### config.mk
export PLATFORM = sky130hd
export DESIGN_NAME = rambyte_arb
export DESIGN_NICKNAME = d
export VERILOG_FILES = /design/src/rtl/rambyte_arb_pkg.sv /design/src/rtl/rambyte_arb_rr.sv /design/src/rtl/rambyte_arb.sv
export SDC_FILE = /design/constraint.sdc
export NUM_CORES = 1
export LEC_CHECK = 0
export ABC_AREA = 1
export BUFFER_PORTS_ARGS = -buffer_cell sky130_fd_sc_hd__buf_4
export CAP_MARGIN = 20
export CORE_UTILIZATION = 44
export CTS_BUF_LIST = sky130_fd_sc_hd__clkbuf_4 sky130_fd_sc_hd__clkbuf_8 sky130_fd_sc_hd__clkbuf_16
export CTS_CLUSTER_DIAMETER = 80
export DETAILED_ROUTE_END_ITERATION = 12
export PLACE_DENSITY = 0.81
export SYNTH_ARGS = -nofsm -noshare
export SYNTH_HDL_FRONTEND = slang
export SYNTH_HIERARCHICAL = 1
export SYNTH_SLANG_ARGS = --single-unit
### constraint.sdc
create_clock -name clk -period 4.31 [get_ports clk]
set_input_delay 0.862 -clock clk [delete_from_list [all_inputs] [get_ports clk]]
set_output_delay 0.862 -clock clk [all_outputs]
set_load 0.02 [all_outputs]
### src/rtl/rambyte_arb_pkg.sv
// Shared types and the round-robin pick function for the rambyte RAM arbiter.
package rambyte_arb_pkg;

  typedef enum logic {INIT, RUN} state_t;

  localparam int NR_MAX = 8;

  // One-hot grant: first valid requester at or after ptr, wrapping mod nr.
  function automatic logic [NR_MAX-1:0] rr_pick(input logic [NR_MAX-1:0] valid,
                                                input logic [2:0] ptr,
                                                input int nr);
    logic [NR_MAX-1:0] g;
    logic [3:0] idx;
    g = '0;
    // Walk backwards so the lowest rotated position wins.
    for (int k = NR_MAX - 1; k >= 0; k--) begin
      if (k < nr) begin
        idx = {1'b0, ptr} + 4'(k);
        if (idx >= 4'(nr)) idx = idx - 4'(nr);
        if (valid[idx[2:0]]) g = NR_MAX'(1) << idx;
      end
    end
    return g;
  endfunction

endpackage

### src/rtl/rambyte_arb_rr.sv
// NR-way round-robin picker: one-hot grant plus its binary index.
module rambyte_arb_rr
  import rambyte_arb_pkg::*;
#(
  parameter int NR = 4,
  parameter int IW = $clog2(NR)
) (
  input  logic [NR-1:0] valid,
  input  logic [IW-1:0] ptr,
  output logic [NR-1:0] grant,
  output logic [IW-1:0] idx,
  output logic          any
);

  logic [NR_MAX-1:0] g8;

  always_comb begin
    g8    = rr_pick(NR_MAX'(valid), 3'(ptr), NR);
    grant = g8[NR-1:0];
    any   = |g8;
    idx   = '0;
    for (int i = 0; i < NR; i++)
      if (grant[i]) idx = IW'(i);
  end

endmodule

### src/rtl/rambyte_arb.sv
// Round-robin sharing of one byte-masked read-first RAM with a zero-fill init sweep.
// Define RAMBYTE_ARB_OUTREG_EN to add an output register stage (2-cycle response latency).
module rambyte_arb
  import rambyte_arb_pkg::*;
#(
  parameter int DW = 16,
  parameter int AW = 10,
  parameter int NR = 4
) (
  input  logic                 clk,
  input  logic                 rst,
  input  logic [NR-1:0]        req_valid,
  output logic [NR-1:0]        req_ready,
  input  logic [NR*DW/8-1:0]   req_we,
  input  logic [NR*AW-1:0]     req_addr,
  input  logic [NR*DW-1:0]     req_din,
  output logic [NR-1:0]        rsp_valid,
  output logic [DW-1:0]        rsp_dout,
  output logic                 init_done,
  output logic                 ram_ce,
  output logic [DW/8-1:0]      ram_we,
  output logic [AW-1:0]        ram_addr,
  output logic [DW-1:0]        ram_din,
  input  logic [DW-1:0]        ram_dout
);

  localparam int NB = DW / 8;
  localparam int IW = $clog2(NR);
  localparam logic [AW-1:0] LAST = '1;

  state_t          state, state_nx;
  logic [AW-1:0]   cnt, addr_q;
  logic [DW-1:0]   din_q, dout_q;
  logic [IW-1:0]   ptr, gidx;
  logic [NR-1:0]   grant, tag;
  logic            any, active;
  logic [NB-1:0]   sel_we;
  logic [AW-1:0]   sel_addr;
  logic [DW-1:0]   sel_din;

  // rst masks arbitration within the same cycle so nothing is accepted while it is high.
  assign active = (state == RUN) && !rst;

  rambyte_arb_rr #(.NR(NR), .IW(IW)) u_rr (
    .valid (req_valid & {NR{active}}),
    .ptr   (ptr),
    .grant (grant),
    .idx   (gidx),
    .any   (any)
  );

  always_comb begin
    sel_we   = '0;
    sel_addr = '0;
    sel_din  = '0;
    for (int i = 0; i < NR; i++)
      if (grant[i]) begin
        sel_we   = req_we[i*NB +: NB];
        sel_addr = req_addr[i*AW +: AW];
        sel_din  = req_din[i*DW +: DW];
      end
  end

  always_comb begin
    state_nx  = state;
    req_ready = '0;
    ram_ce    = 1'b0;
    ram_we    = '0;
    ram_addr  = addr_q;
    ram_din   = din_q;
    case (state)
      INIT: begin
        ram_ce   = 1'b1;
        ram_we   = '1;
        ram_din  = '0;
        ram_addr = cnt;
        if (cnt == LAST) state_nx = RUN;
      end
      RUN: if (any) begin
        req_ready = grant;
        ram_ce    = 1'b1;
        ram_we    = sel_we;
        ram_addr  = sel_addr;
        ram_din   = sel_din;
      end
    endcase
  end

  always_ff @(posedge clk) begin
    if (rst) begin
      state  <= INIT;
      cnt    <= '0;
      ptr    <= '0;
      tag    <= '0;
      addr_q <= '0;
      din_q  <= '0;
    end else begin
      state <= state_nx;
      tag   <= grant;
      if (state == INIT) cnt <= cnt + 1'b1;
      if (any) ptr <= (gidx == IW'(NR - 1)) ? '0 : gidx + 1'b1;
      if (ram_ce) begin
        addr_q <= ram_addr;
        din_q  <= ram_din;
      end
    end
  end

  assign init_done = (state == RUN);

`ifdef RAMBYTE_ARB_OUTREG_EN
  logic [NR-1:0] tag2;

  always_ff @(posedge clk) begin
    if (rst) begin
      tag2   <= '0;
      dout_q <= '0;
    end else begin
      tag2 <= tag;
      if (|tag) dout_q <= ram_dout;
    end
  end

  assign rsp_valid = tag2 & {NR{~rst}};
  assign rsp_dout  = dout_q;
`else
  logic [NR-1:0] tag_v;

  assign tag_v = tag & {NR{~rst}};

  // Hold register keeps rsp_dout stable between responses.
  always_ff @(posedge clk) begin
    if (rst)        dout_q <= '0;
    else if (|tag)  dout_q <= ram_dout;
  end

  assign rsp_valid = tag_v;
  assign rsp_dout  = (|tag_v) ? ram_dout : dout_q;
`endif

endmodule

==> impl_metrics.json <==
{
  "worstPathRequired_ps": 3450,
  "setup-tns-final_ps": 0,
  "ys_seq_elements": 59,
  "slew_headroom_pct": 64.55,
  "cts-root-buf": "clkbuf_8",
  "grt_max_degree": 39,
  "num_rows": 35,
  "hold_start": "din_q[10]$_SDFFE_PP0P_",
  "drtIter0Drc": 220,
  "cts.path.max_buffers": 2,
  "period_needed_ps": 4015,
  "crit_slowest_cell": "nand3_2",
  "cap_violations": 0,
  "final_nets": 1034,
  "drt-vias-per-instance": 4.962,
  "syn_to_final_growth_pct": 40.13,
  "cts_buffers": 9,
  "worstMarginPinSlew_ps": 529.8,
  "clk_pin_slew_ps": 70,
  "crit_path_start": "rst",
  "r2r-end": "addr_q[0]$_SDFFE_PP0P_",
  "cp-endpoint": "ram_addr[0]",
  "grt_pass1_vias": 4492,
  "netlist_instances": 713,
  "io_buffer_count": 187,
  "yosysUniqueCellTypes": 27,
  "die-area_mm2": 0.009860,
  "irDropWorstVdd_mv": 0.1453,
  "crit_fanout": 18,
  "cts_hold_buf": 0,
  "rsz0062_at_grt": "false",
  "synth-edff-count": 0,
  "cts_resized": 0,
  "grt_pass1_wl_um": 20340,
  "r2r_cells": 15,
  "synth-seq-area-share_pct": 28.36,
  "clock_sinks": 59,
  "route.antenna.remaining_nets": 0,
  "ys_warn_count": 6,
  "cts_setup_buffers": 0,
  "via_count": 4987,
  "drv_slew": 0,
  "setup_viol": 0,
  "p_leak_nw": 3.268,
  "r2r_start": "ptr[1]$_SDFFE_PP0P_",
  "dp_hpwl_um": 9613,
  "die_w_um": 99.30,
  "drt_pass1_iterations": 4,
  "criticalPathCategory": "in -> out",
  "crit_top_cell": "nand2_1",
  "drt_drc_violations_left": 0,
  "fmax_mhz": 249.1,
  "final_hold_viol_count": 0,
  "synth.cell_area_mm2": 0.004165,
  "start_util_pct": 45.29,
  "clock_skew_ps": 7.979,
  "drive_gt1_share_pct": 29.08,
  "dp.cells": 989,
  "endpoint_kind": "output pin",
  "async_reset_ff_share_pct": 0,
  "arrival_ps": 3150,
  "io_pins": 188,
  "stdcell_count": 1005,
  "path_cells": "buf_4, inv_1, nand2_1, nor2_1, inv_1, nand2_1, nand3_2, nand2_4, inv_2, nand3_1, nand2_1, nand2_2, nand2_2, buf_4, inv_2, nand3_2, nor2_1, nand2_1, nand2_1, buf_4",
  "htree_levels": 3,
  "worstSkewPairLatency_ps": 340,
  "cts_tree": "built",
  "ys.flop_type": "dfxtp_1",
  "critPathLaunchType": "input pin",
  "reg2reg_setup_slack_ps": 1520,
  "syn_avg_cell_area_um2": 5.842,
  "core-area_mm2": 0.009196,
  "diodes": 0,
  "antenna_found_initial": 0,
  "period_share_pct": 93.16,
  "wirelength_um": 12960,
  "die_h_um": 99.30,
  "power.density_mw_per_mm2": 216.3,
  "critPathMaxStageDelay_ps": 260,
  "outcome": "finished clean",
  "grt_usage_pct": 25.89,
  "totalPowerFinal_w": 0.001262,
  "grt_overflow": 0,
  "hp-class": "reg -> reg",
  "syn_nets": 857,
  "wl_per_cell_um": 12.90,
  "gp_congestion": 0.9002
}
==> worst min path at each step <==
stage                             endpoint  cells after the start
finish              din_q[10]$_SDFFE_PP0P_                      2
global route         din_q[9]$_SDFFE_PP0P_                      2
CTS                 din_q[10]$_SDFFE_PP0P_                      2
detailed placement   din_q[7]$_SDFFE_PP0P_                      2
global placement    din_q[14]$_SDFFE_PP0P_                      2
floorplan            din_q[0]$_SDFFE_PP0P_                      2
==> kinds of logic (layout without fill, tap and decap cells) <==
kind of cell	after synthesis	in the layout	share of synthesized area (%)
AOI/OAI and AO/OA	131	131	16.40
adders and majority gates	10	10	3.004
buffers and inverters	107	288	12.05
DFF	59	59	28.36
and+or+nand+nor	406	406	40.19
==> worst max-delay path: cells and delay by family <==
| kind | cells | cell delay, ps |
|---|---|---|
| simple gates | 13 | 1500 |
| buf+inv | 7 | 780 |
==> registers in the layout, indices dropped and copies added, names as in the netlist <==
| register | flops |
|---|---|
| ptr | 2 |
| addr_q | 10 |
| dout_q | 16 |
| din_q | 16 |
| init_done | 1 |
| tag | 4 |
| cnt | 10 |
==> layer usage <==
metal / wire [um] / GRT usage, % / vias up
met3: 893 / 6.395 / 37
met5: 0 / 0 / -
li1: - / - / 2580
met4: 435 / 12.22 / 0
met1: 5274 / 27.78 / 2180
met2: 6358 / 47.54 / 190
==> final cells by class <==
cell class	count	area, um^2
fillers	870	3359
multi-input cells	547	2495
flip-flops and latches	59	1182
clock buffers	11	151.4
well taps	111	138.9
inverters	71	271.5
clock inverters	4	73.82
repair buffers	202	1524
==> report_power, final <==
part	internal (W)	total [W]	switching, W
Sequential	0.000549	0.000552	0.00000283
Combinational	0.0000872	0.000132	0.0000451
Clock	0.000354	0.000579	0.000225
Total	0.000990	0.00126	0.000273
==> Yosys cell counts (2+ instances only) <==
| library cell | n | share of area, % |
|---|---|---|
| clkbuf_1 | 11 | 0.99 |
| ha_1 | 10 | 3.0 |
| buf_2 | 8 | 0.96 |
| nor3_1 | 2 | 0.24 |
| nor2_1 | 110 | 9.9 |
| nand3_1 | 23 | 2.8 |
| nand4_1 | 7 | 1.1 |
| buf_4 | 10 | 1.8 |
| a21oi_2 | 3 | 0.63 |
| nand2_1 | 238 | 21 |
| o21ai_0 | 23 | 2.8 |
| inv_2 | 9 | 0.81 |
| a21oi_1 | 102 | 12 |
| dfxtp_1 | 59 | 28 |
| nor2_2 | 6 | 0.90 |
| buf_6 | 7 | 1.9 |
| nand2_2 | 13 | 2.0 |
| nand3_2 | 3 | 0.72 |
| inv_1 | 61 | 5.5 |
==> placed cells by master (no fill, tap or decap), drive strengths merged <==
cell type,synthesis,routed
buf,25,202
nand3b,1,1
nand4,7,7
a21boi,1,1
clkbuf,11,11
clkinv,1,3
o21ai,24,24
dfxtp,59,59
a211oi,1,1
nand3,27,27
nand2,252,252
inv,70,70
nor3,3,3
a21oi,105,105
bufinv,0,2
ha,10,10
nor2,116,116
==> per-stage QoR <==
| step | hold WS [ps] | instance area [um^2] | utilization, % | setup WS, ps |
|---|---|---|---|---|
| 2_1_floorplan | 449.1 | 4165 | - | 429.9 |
| 3_3_place_gp | 460.9 | 5578 | 60.65 | 293.2 |
| 3_5_place_dp | 467.9 | 5578 | 60.65 | 184.0 |
| 4_1_cts | 477.3 | 5803 | 63.10 | 27.31 |
| 5_1_grt | 490.4 | 5837 | 63.47 | 1.291 |
| 6_report | 474.5 | 5837 | 63.47 | 294.8 |
Power figures use the tool's default switching activity.
